### config.mk
export PLATFORM = sky130hd
export DESIGN_NAME = csi_clk_lane_ctrl
export DESIGN_NICKNAME = d
export VERILOG_FILES = /design/src/rtl/csi_ctrl_pkg.sv /design/src/rtl/csi_sat_cnt.sv /design/src/rtl/csi_clk_lane_ctrl.sv
export SDC_FILE = /design/constraint.sdc
export NUM_CORES = 1
export LEC_CHECK = 0
export ABC_AREA = 1
export ABC_CLOCK_PERIOD_IN_PS = 2580
export CAP_MARGIN = 20
export CORE_MARGIN = 10
export CORE_UTILIZATION = 30
export CTS_CLUSTER_SIZE = 12
export DETAILED_ROUTE_END_ITERATION = 10
export PLACE_DENSITY = 0.6
export SYNTH_ARGS = -nofsm -noshare
export SYNTH_HDL_FRONTEND = slang
export SYNTH_SLANG_ARGS = --single-unit
### constraint.sdc
create_clock -name clk -period 2.58 [get_ports clk]
set_clock_uncertainty 0.05 [all_clocks]
set_input_delay 0.774 -clock clk [delete_from_list [all_inputs] [get_ports clk]]
set_output_delay 0.774 -clock clk [all_outputs]
set_load 0.01 [all_outputs]
### src/rtl/csi_ctrl_pkg.sv
// csi_ctrl_pkg: clock-lane controller states and default word-clock timing
package csi_ctrl_pkg;
  typedef enum logic [3:0] {
    OFF, INIT, STOP, HS_REQ, HS_ON, HS_END, IDLE_ENT, IDLE, IDLE_EXIT,
    ULPS_ENT, ULPS, ULPS_EXIT, ULPS_WAIT, ERR
  } t_clk_ctrl_states;
  localparam int TIMEOUT_CYC_DEF = 4096;
  localparam int GAP_CYC_DEF = 8;
  localparam int WAKEUP_CYC_DEF = 1000;
  // States that wait on a PPI acknowledge and are therefore subject to the timeout
  function automatic logic is_wait(t_clk_ctrl_states s);
    return s inside {INIT, HS_REQ, HS_END, IDLE_ENT, IDLE_EXIT, ULPS_ENT, ULPS_WAIT};
  endfunction
endpackage

### src/rtl/csi_sat_cnt.sv
// csi_sat_cnt: clearable saturating up-counter with terminal-count compare
module csi_sat_cnt #(
  parameter int W = 13
) (
  input  logic         clk,
  input  logic         rst,
  input  logic         clr,
  input  logic [W-1:0] term,
  output logic [W-1:0] cnt,
  output logic         tc
);
  always_ff @(posedge clk or posedge rst)
    if (rst) cnt <= '0;
    else if (clr) cnt <= '0;
    else if (cnt != '1) cnt <= cnt + 1'b1;
  assign tc = cnt >= term;
endmodule

### src/rtl/csi_clk_lane_ctrl.sv
// csi_clk_lane_ctrl: PPI-side sequencer for the D-PHY master clock lane
module csi_clk_lane_ctrl
  import csi_ctrl_pkg::*;
#(
  parameter int TIMEOUT_CYC = TIMEOUT_CYC_DEF,
  parameter int GAP_CYC = GAP_CYC_DEF,
  parameter int WAKEUP_CYC = WAKEUP_CYC_DEF,
  parameter int CNT_W = $clog2(TIMEOUT_CYC + 1)
) (
  input  logic clk,
  input  logic rst,
  input  logic lane_en,
  input  logic hs_req,
  input  logic idle_req,
  input  logic ulps_req,
  output logic clk_hs_rdy,
  output logic clk_idle,
  output logic clk_ulps,
  output logic err,
  output logic ppi_Enable,
  output logic ppi_TxRequestHS,
  output logic ppi_TxHSIdleClkHS,
  output logic ppi_TxUlpsClk,
  output logic ppi_TxUlpsExit,
  input  logic ppi_Stopstate,
  input  logic ppi_TxReadyHS,
  input  logic ppi_TxHSIdleClkReadyHS,
  input  logic ppi_UlpsActiveNot
);
  t_clk_ctrl_states state, nxt;
  logic [CNT_W-1:0] cnt, term;
  logic tc, gap_ok, bad;
  // The one counter serves as wakeup timer in ULPS_EXIT and as timeout everywhere else
  assign term = (state == ULPS_EXIT) ? CNT_W'(WAKEUP_CYC - 1) : CNT_W'(TIMEOUT_CYC - 1);
  assign gap_ok = cnt >= CNT_W'(GAP_CYC - 1);
  csi_sat_cnt #(.W(CNT_W)) u_cnt (
    .clk (clk),
    .rst (rst),
    .clr (nxt != state),
    .term(term),
    .cnt (cnt),
    .tc  (tc)
  );
  always_comb begin
    nxt = state;
    bad = 1'b0;
    case (state)
      OFF:       nxt = INIT;
      INIT:      nxt = ppi_Stopstate ? STOP : state;
      STOP: begin
        nxt = !gap_ok ? STOP : hs_req ? HS_REQ : ulps_req ? ULPS_ENT : STOP;
        bad = gap_ok && (idle_req || (hs_req && ulps_req));
      end
      HS_REQ:    nxt = ppi_TxReadyHS ? HS_ON : state;
      HS_ON:     nxt = !hs_req ? HS_END : idle_req ? IDLE_ENT : state;
      HS_END:    nxt = (!ppi_TxReadyHS && ppi_Stopstate) ? STOP : state;
      IDLE_ENT:  nxt = ppi_TxHSIdleClkReadyHS ? IDLE : state;
      IDLE:      nxt = !idle_req ? IDLE_EXIT : state;
      IDLE_EXIT: nxt = (!ppi_TxHSIdleClkReadyHS && ppi_TxReadyHS && gap_ok) ? HS_ON : state;
      ULPS_ENT:  nxt = !ppi_UlpsActiveNot ? ULPS : state;
      ULPS:      nxt = !ulps_req ? ULPS_EXIT : state;
      ULPS_EXIT: nxt = tc ? ULPS_WAIT : state;
      ULPS_WAIT: nxt = (ppi_Stopstate && ppi_UlpsActiveNot) ? STOP : state;
      default:   nxt = ERR;
    endcase
    if (nxt == state && tc && is_wait(state)) nxt = ERR;
    if (!lane_en) nxt = OFF;
  end
  always_ff @(posedge clk or posedge rst)
    if (rst) begin
      state             <= OFF;
      err               <= 1'b0;
      ppi_Enable        <= 1'b0;
      ppi_TxRequestHS   <= 1'b0;
      ppi_TxHSIdleClkHS <= 1'b0;
      ppi_TxUlpsClk     <= 1'b0;
      ppi_TxUlpsExit    <= 1'b0;
      clk_hs_rdy        <= 1'b0;
      clk_idle          <= 1'b0;
      clk_ulps          <= 1'b0;
    end else begin
      state             <= nxt;
      err               <= err | (nxt == ERR) | (lane_en && bad);
      ppi_Enable        <= nxt != OFF;
      ppi_TxRequestHS   <= nxt inside {HS_REQ, HS_ON, IDLE_ENT, IDLE, IDLE_EXIT};
      ppi_TxHSIdleClkHS <= nxt inside {IDLE_ENT, IDLE};
      ppi_TxUlpsClk     <= nxt inside {ULPS_ENT, ULPS, ULPS_EXIT};
      ppi_TxUlpsExit    <= nxt == ULPS_EXIT;
      clk_hs_rdy        <= nxt == HS_ON;
      clk_idle          <= nxt == IDLE;
      clk_ulps          <= nxt == ULPS;
    end
endmodule

==> results of run 1 <==
==> cell usage after synthesis (all sizes together), types with 2 or more instances <==
cell type	number	area, µm²
dfrtp	26	651
nor3	10	50.1
a21oi	7	35.0
inv	39	146
nand2	60	255
ha	2	25.0
o21ai	11	55.1
nand3	27	170
xor2	6	52.6
nor2	58	268
buf	5	50.0
nand4	10	62.6
xnor2	2	17.5
==> where the power goes <==
part           internal, W  leakage (nW)  switching, W
Combinational     0.000238         0.859      0.000306
Clock             0.000104        0.0216      0.000118
Sequential        0.000436         0.355     0.0000177
==> how the worst max path moves through the flow <==
stage | endpoint | slack (ns) | startpoint
2_1_floorplan | u_cnt.cnt[12] | 0.03 | state[2]
3_3_place_gp | u_cnt.cnt[0] | -0.32 | idle_req
3_5_place_dp | err | -0.33 | idle_req
4_1_cts | u_cnt.cnt[10] | -0.008 | state[2]
5_1_grt | ppi_TxRequestHS | -0.22 | state[2]
6_report | u_cnt.cnt[3] | -0.02 | state[1]
==> area by class of cell <==
type	count	area share, %
Tap cell	75	3.52
Multi-Input combinational cell	199	44.8
Timing Repair Buffer	62	20.0
Inverter	40	5.63
Sequential cell	26	24.4
Clock buffer	3	1.55
==> worst max-delay path, stage by stage (launching register included) <==
cell and delay (ns):
sky130_fd_sc_hd__dfrtp_1 0.40, sky130_fd_sc_hd__nand2_2 0.11, sky130_fd_sc_hd__nor2_4 0.05, sky130_fd_sc_hd__ha_4 0.25, sky130_fd_sc_hd__nand2_2 0.05, sky130_fd_sc_hd__nor2_1 0.08, sky130_fd_sc_hd__nand2_1 0.09, sky130_fd_sc_hd__nor2_4 0.11
sky130_fd_sc_hd__nand3_2 0.10, sky130_fd_sc_hd__nand4_1 0.16, sky130_fd_sc_hd__buf_4 0.14, sky130_fd_sc_hd__nand4_1 0.21, sky130_fd_sc_hd__nand3_4 0.17, sky130_fd_sc_hd__nand2_1 0.08, sky130_fd_sc_hd__nand2_2 0.07, sky130_fd_sc_hd__nor2_2 0.04
sky130_fd_sc_hd__nand2_2 0.11, sky130_fd_sc_hd__clkbuf_16 0.19, sky130_fd_sc_hd__nor2_4 0.03
==> layer usage <==
metal	GRT usage (%)	wire length (µm)
met5	0	0
met4	5.07	155
met3	1.31	156
met2	15.8	2380
met1	12.7	2390
==> sequential cells by signal (all words and copies together) (netlist names) <==
| name | flops |
|---|---|
| state | 4 |
| clk_ulps | 1 |
| ppi_TxHSIdleClkHS | 1 |
| clk_idle | 1 |
| u_cnt.cnt | 13 |
| clk_hs_rdy | 1 |
| ppi_TxUlpsClk | 1 |
| ppi_Enable | 1 |
| ppi_TxRequestHS | 1 |
| err | 1 |
| ppi_TxUlpsExit | 1 |
==> cell families (layout without fill, tap and decap cells) <==
family                     after synthesis  count (layout)  share of synthesized area (%)
adders and majority gates                2               2                           1.32
and+or+nand+nor                        166             166                           42.8
xor gates and xnor gates                 8               8                           3.70
muxes                                    1               1                          0.528
buffers and inverters                   46             105                           10.8
AOI/OAI and AO/OA                       22              22                           6.53
DFF                                     26              26                           34.3
==> metrics by stage <==
step / total power, W / hold slack [ns]
final: 0.00122 / 0.449
after global routing: 0.00130 / 0.478
after CTS: 0.00117 / 0.463
after detailed placement: 0.000886 / 0.440
after global placement: 0.000888 / 0.422
after floorplan: 0.000715 / 0.466
==> what timing repair did <==
| item | in CTS | in global routing |
|---|---|---|
| buffers inserted | 3 | 3 |
| resized for setup | 20 | 27 |
| cloned | 1 | 0 |
| setup endpoints to repair | 15 | 23 |
| pin swaps | 9 | 9 |
==> impl_results.md, run 1 <==
* Pwr Density at 458 nW/µm²
* Final GP Congestion at 0.923
* Number of synthesized flops with an enable pin at 0
* Number of hold-repair buffers added at the cts stage at 0
* Gate count after technology mapping at 271
* Area of the multi-input gates at 1190 µm²
* Critical Path End Type: flop
* YS warnings at 0
* Capture endpoint of the worst hold path: err
* Area growth from synthesis to final layout at 40.6%
* Via total after detailed routing at 1911
* CTS root buf: sky130_fd_sc_hd__clkbuf_8
* Skew-Pair Late Insertion Delay at 0.26 ns
* Count of buffers from port buffering at 18
* Final sum of negative setup slack at -0.0924 ns
* Commonest non-fill, non-tap cells in the layout: sky130_fd_sc_hd__nand2_1 (45), sky130_fd_sc_hd__buf_4 (42), sky130_fd_sc_hd__nor2_1 (33)
* Cell area after synthesis at 1900 µm²
* Critical register-to-register path startpoint: state[1]
* Result of the run: finished with violations
* Vias in the first global route at 1835
* Relative slew margins at 69.3%
* Standard-cell rows at 28
* Largest net degree at the start of global routing at 27
* Kind of start point of the critical path: flop
* Sink count of the clock tree at 26
* Worst Tran Pin Value at 0.449 ns
* Cell count of the worst reg-to-reg path at 18
* Maximum operating frequency at 385 MHz
* Count of inserted antenna diode cells at 0
* Crit Path Max Fanout at 6
* Drt first pass iters at 4
* Design Area, Final at 2670 µm²
* Shortest period the worst path allows at 2.60 ns
* Overall die area at 9900 µm²
* Reg-to-Reg End: u_cnt.cnt[3]
* First-pass GRT wire length at 8.38 mm
* Flop and latch count out of synthesis at 26
* Overall die height at 99.5 µm
* IR drop worst, VDD at 175 µV
* Depth of the CTS H-tree at 1
* Endpoint arrival time on the critical path at 2.69 ns
* DRT Wirelength at 5.08 mm
* Worst setup slack after placement at -0.333 ns
* Area of placed instances at 2410 µm²
* Initial core utilization at 31.5%
* I/O pins at 19
* Worst Hold Class: flop to flop
* Net count after synthesis at 283
* RSZ-0062 raised after global routing: yes
* Avg Inst Size Synth at 6.99 µm²
* HPWL Detailed at 3.74 mm
* Area of the core at 6030 µm²
* Main flop type after synthesis: sky130_fd_sc_hd__dfrtp_1
* Antenna-violating nets left at 0
* Endpoint required time on the critical path at 2.68 ns
* Fraction of final layout cells sized beyond drive strength 1 at 31.5%
* Initial detailed-routing violation count at 125
* Final clock period utilization by the worst path at 101%
* Count of final setup violators at 7
* Total count of hold-check failures in the final report at 0
* Maximum root-to-sink buffer count at 2
* Number of CTS-inserted buffers at 3
* Routed len/inst at 12.6 µm
* CTS clk-pin slew, worst paths at 0.09 ns
* Flop-to-flop setup slack at -0.02 ns
* Hold Crit Depth at 2
* Final cell utilization of the core at 44.2%
* TritonCTS clock tree: done
* Post-synth cell types at 30
* Lkg Pwr at 1.24 nW
* Post-layout worst setup margin at -0.0156 ns
* Number of filler instances in the final layout at 610
* Violations in the final reports: negative setup slack
* Sequential cell area fraction in the yosys report at 34.3%
* Number of vias per cell after detailed routing at 4.72
* Number of max-slew violations in the final report at 0
* Chip Width at 99.5 µm
* Worst Path Class, Setup: flop to flop
* Placed cell count at 395
* GRT overflow at 0
* Source of the worst hold timing path: err
* Most frequent standard cell in the layout excluding fill and tap cells: sky130_fd_sc_hd__nand2_1
* Non-filler cells in the finished layout at 405
* Net total in the final layout at 344
* Share of async-settable or async-resettable flops after synthesis at 100%
* Detailed-route DRC error count at 0
* Storage cell area at 651 µm²
* Overall global routing resource usage at 9.90%
* Number of max-capacitance violations reported at 0
* Initial antenna violation count at 0
Power figures use the tool's default switching activity.
==> run 2: changes to the inputs <==
--- a/config.mk
+++ b/config.mk
@@ -5,14 +5,14 @@
 export SDC_FILE = /design/constraint.sdc
 export NUM_CORES = 1
 export LEC_CHECK = 0
-export ABC_AREA = 1
-export ABC_CLOCK_PERIOD_IN_PS = 2580
+export ABC_CLOCK_PERIOD_IN_PS = 2900
 export CAP_MARGIN = 20
 export CORE_MARGIN = 10
 export CORE_UTILIZATION = 30
 export CTS_CLUSTER_SIZE = 12
 export DETAILED_ROUTE_END_ITERATION = 10
-export PLACE_DENSITY = 0.6
+export PLACE_DENSITY = 0.58
 export SYNTH_ARGS = -nofsm -noshare
 export SYNTH_HDL_FRONTEND = slang
 export SYNTH_SLANG_ARGS = --single-unit
+export TNS_END_PERCENT = 50
==> constraint.sdc (replaced) <==
create_clock -name clk -period 2.9 [get_ports clk]
set_clock_uncertainty 0.05 [all_clocks]
set_input_delay 0.87 -clock clk [delete_from_list [all_inputs] [get_ports clk]]
set_output_delay 0.87 -clock clk [all_outputs]
set_load 0.01 [all_outputs]
==> run 2 against run 1 <==
Net effect: the run still ends with negative setup slack left; sequential share of layout area decreased by 1.4 points; utilization increased by 2.8 points; register-to-register slack worse by 0.09 ns; total power up 23%; first-iteration DRC count decreased by 21%; synthesized cell count decreased by 18%; final cell count shrank 8.9%; sequential power decreased by 10%; non-clock buffer count grew 19; critical path type is now input port to flop; critical endpoint is now u_cnt.cnt[12]; largest cell class unchanged; largest power group unchanged.
==> impl_results.md, run 2 <==
* Result of the run: finished with violations
* Violations in the final reports: negative setup slack
* Number of filler instances in the final layout at 584 (-4.3%)
* Chip Width at 99.5 µm (about the same)
* Fraction of power spent switching nets at 34.5% (-1.7 points)
* Clock share of power at 19.9% (+1.7 points)
* Share of async-settable or async-resettable flops after synthesis at 100% (unchanged)
* Via total after detailed routing at 1910 (-0.052%)
* Post-synthesis cell type with the largest combined area: sky130_fd_sc_hd__dfrtp_1
* Initial detailed-routing violation count at 99 (-21%)
* Crit Path Max Fanout at 7 (+1)
* TritonCTS clock tree: done
* Slowest cell on the critical path: sky130_fd_sc_hd__or3_4
* Routed len/inst at 14.7 µm (+17%)
* Most common library cells after synthesis: sky130_fd_sc_hd__dfrtp_1 (26), sky130_fd_sc_hd__nand2_1 (22), sky130_fd_sc_hd__nor2_1 (16)
* Gate count after technology mapping at 223 (-18%)
* Commonest non-fill, non-tap cells in the layout: sky130_fd_sc_hd__buf_4 (55), sky130_fd_sc_hd__dfrtp_1 (26), sky130_fd_sc_hd__nand2_1 (19)
* Pwr Density at 529 nW/µm² (+16%)
* Count of final setup violators at 13 (+6)
* Number of max-capacitance violations reported at 0 (unchanged)
* Highest signal layer in the routed design: met4
* Largest delay contributor family on the critical path: simple AND/OR/NAND/NOR gates
* Shortest period the worst path allows at 3.00 ns
* Drt first pass iters at 4 (unchanged)
* Storage cell area at 651 µm² (unchanged)
* Skew-Pair Late Insertion Delay at 0.27 ns (about the same)
* Share of total power in sequential cells at 27.2% (-10 points)
* Critical Path End Type: flop
* Non-filler cells in the finished layout at 369 (-8.9%)
* Overall die area at 9900 µm² (about the same)
* Count of buffers from port buffering at 18 (unchanged)
* Post-synth cell types at 55 (+83%)
* Worst Hold Class: flop to flop
* Cell area after synthesis at 1900 µm² (about the same)
* Number of synthesized flops with an enable pin at 0 (unchanged)
* DR WL met3 at 206 µm (+32%)
* Vias in the first global route at 1964 (+7.0%)
* Sink count of the clock tree at 26 (unchanged)
* Most frequent standard cell in the layout excluding fill and tap cells: sky130_fd_sc_hd__buf_4
* Avg Inst Size Synth at 8.51 µm² (+22%)
* Overall die height at 99.5 µm (about the same)
* DRT Wirelength at 5.44 mm (+7.0%)
* Max reg flops at 13 (unchanged)
* Final GP Congestion at 0.835 (-9.6%)
* Biggest registers after layout: u_cnt.cnt x13, state x4
* Number of vias per cell after detailed routing at 5.18 (+9.7%)
* Overall global routing resource usage at 11.2% (+1.3 points)
* Depth of the CTS H-tree at 1 (unchanged)
* Relative slew margins at 73.6% (+4.3 points)
* IR drop worst, VDD at 378 µV (+120%)
* Relative contribution of combinational cells to total power at 52.9% (+8.3 points)
* Post-Route Hold Slack at 0.418 ns (-0.0305 ns)
* Most frequent cell after synthesis: sky130_fd_sc_hd__dfrtp_1
* Endpoint required time on the critical path at 3.01 ns (+0.33 ns)
* Net count after synthesis at 235 (-17%)
* Antenna-violating nets left at 0 (unchanged)
* Share of the synthesized area in the top cell type at 34.3% (about the same)
* Area of the multi-input gates at 1280 µm² (+7.5%)
* Ordered list of cells on the worst path: buf_6 > nand2b_4 > a21oi_2 > o32ai_1 > or3_4 > or3_1 > a221o_2 > and3_4 > a211oi_4 > buf_6 > buf_12 > nor3_4
* Initial core utilization at 31.5% (about the same)
* First-pass GRT wire length at 9.40 mm (+12%)
* Area growth from synthesis to final layout at 49.3%
* Detailed-route DRC error count at 0 (unchanged)
* Lkg Pwr at 1.25 nW (+1.2%)
* GRT overflow at 0 (unchanged)
* Post-layout worst setup margin at -0.105 ns (-0.0893 ns)
* RSZ-0062 raised after global routing: yes
* Main flop type after synthesis: sky130_fd_sc_hd__dfrtp_1
* Number of CTS-inserted buffers at 3 (unchanged)
* Critical path's largest stage delay at 0.38 ns (-0.02 ns)
* Initial antenna violation count at 0 (unchanged)
* Total count of hold-check failures in the final report at 0 (unchanged)
* Endpoint arrival time on the critical path at 3.11 ns (+0.42 ns)
* CTS clk-pin slew, worst paths at 0.09 ns (about the same)
* Routed length on met1 at 2.51 mm (+4.9%)
* Sequential cell area fraction in the yosys report at 34.3% (about the same)
* Maximum operating frequency at 333 MHz
* Fraction of final layout cells sized beyond drive strength 1 at 38.8% (+7.3 points)
* Worst setup slack after placement at -0.708 ns (-0.375 ns)
* Sw power at 0.000518 W (+17%)
* Net total in the final layout at 307 (-11%)
* Crit path buffers/inverters at 3 (+1)
* Worst Path Class, Setup: input port to flop
* Pwr Total at 0.00150 W (+23%)
* Standard-cell rows at 28 (unchanged)
* Worst Tran Pin Value at 0.394 ns (-0.0546 ns)
* Dominant cells by area after synthesis: sky130_fd_sc_hd__dfrtp_1 (34%), sky130_fd_sc_hd__nor3_2 (5.3%), sky130_fd_sc_hd__nand2_1 (4.4%)
* Maximum root-to-sink buffer count at 2 (unchanged)
* CTS root buf: sky130_fd_sc_hd__clkbuf_8
* HPWL Detailed at 3.90 mm (+4.5%)
* Largest net degree at the start of global routing at 27 (unchanged)
* Count of inserted antenna diode cells at 0 (unchanged)
* Placed cell count at 354 (-10%)
* Area of the core at 6030 µm² (unchanged)
* I/O pins at 19 (unchanged)
* Most repeated library cell on the critical path: sky130_fd_sc_hd__buf_6
* Kind of start point of the critical path: input port
* Flop and latch count out of synthesis at 26 (unchanged)
* YS warnings at 0 (unchanged)
* Number of max-slew violations in the final report at 0 (unchanged)
* Internal power summed over all cells at 0.000982 W (+26%)
* Register name with the most flops: u_cnt.cnt
* Routed length on met2 at 2.66 mm (+12%)
* Final clock period utilization by the worst path at 104%
run 2: cell count changes in the layout (fill, tap and decap cells not counted), sizes merged, moves of 9 or more:
cell	delta
nor2	-42
nand2	-38
inv	-31
buf	+24
nand3	-13
nor3	+9
run 2: cell families after synthesis:
kind of cell / after synthesis / share of synthesized area, %
AOI/OAI and AO/OA: 50 / 18.7
xor gates and xnor gates: 11 / 5.08
adders and majority gates: 2 / 1.32
buffers and inverters: 22 / 5.54
DFF: 26 / 34.3
muxes: 1 / 0.528
and+or+nand+nor: 111 / 34.5
run 2: cell type report:
cell class	instances	area share (%)
clock buffers	3	1.46
flip-flops and latches	26	23.0
clock inverters	1	1.06
well taps	75	3.31
inverters	8	1.06
repair buffers	81	24.8
multi-input cells	175	45.4
run 2: path summary, 6_finish.rpt:
kind,from,end,slack [ns],cells past startpoint
hold reg to reg,err,err,0.42,1
setup / recovery,ppi_TxReadyHS,u_cnt.cnt[12],-0.10,12
setup reg to reg,state[2],u_cnt.cnt[12],-0.10,14
hold / removal,err,err,0.42,1
max in group asynchronous,rst,state[3],1.66,3
min in group asynchronous,rst,u_cnt.cnt[4],0.89,3
run 2: worst register-to-register path, cell delays in order (launching register included):
cell and delay, ns:
sky130_fd_sc_hd__dfrtp_1 0.39, sky130_fd_sc_hd__nand4b_1 0.24, sky130_fd_sc_hd__inv_2 0.12, sky130_fd_sc_hd__ha_4 0.21, sky130_fd_sc_hd__nand2_2 0.07, sky130_fd_sc_hd__nand2_2 0.05, sky130_fd_sc_hd__a311o_1 0.36, sky130_fd_sc_hd__and2_4 0.18
sky130_fd_sc_hd__a21o_1 0.16, sky130_fd_sc_hd__a221o_2 0.38, sky130_fd_sc_hd__and3_4 0.20, sky130_fd_sc_hd__a211oi_4 0.15, sky130_fd_sc_hd__buf_6 0.15, sky130_fd_sc_hd__buf_12 0.13, sky130_fd_sc_hd__nor3_4 0.04
run 2: power by group through the flow:
stage / registers (W) / clock network, W / logic, W
floorplan: 0.000423 / 0 / 0.000363
global placement: 0.000414 / 0 / 0.000646
detailed placement: 0.000415 / 0 / 0.000649
CTS: 0.000408 / 0.000306 / 0.000774
global route: 0.000413 / 0.000317 / 0.000865
finish: 0.000408 / 0.000298 / 0.000793
run 2: routing by layer:
| layer | up-vias | track usage (%) |
|---|---|---|
| met5 | - | 0 |
| met4 | 0 | 3.42 |
| met3 | 6 | 1.52 |
| met2 | 41 | 19.4 |
| met1 | 903 | 14.0 |
| li1 | 960 | - |
run 2: metrics by stage:
step                      area, µm²  utilization [%]  TNS [ns]
after CTS                      2780             46.1     -1.90
after floorplan                1930                -     -1.49
after global routing           2830             47.0     -3.17
after global placement         2550             42.3    -12.93
after detailed placement       2550             42.3    -13.67
final                          2830             47.0     -1.23
run 2: repair_timing:
action                                  CTS  global route
buffers inserted                         10             0
hold buffers                              0             0
pin swaps                                19             9
endpoints found under the setup margin   24            23
cloned                                    1             0
gates resized for setup                  38            12
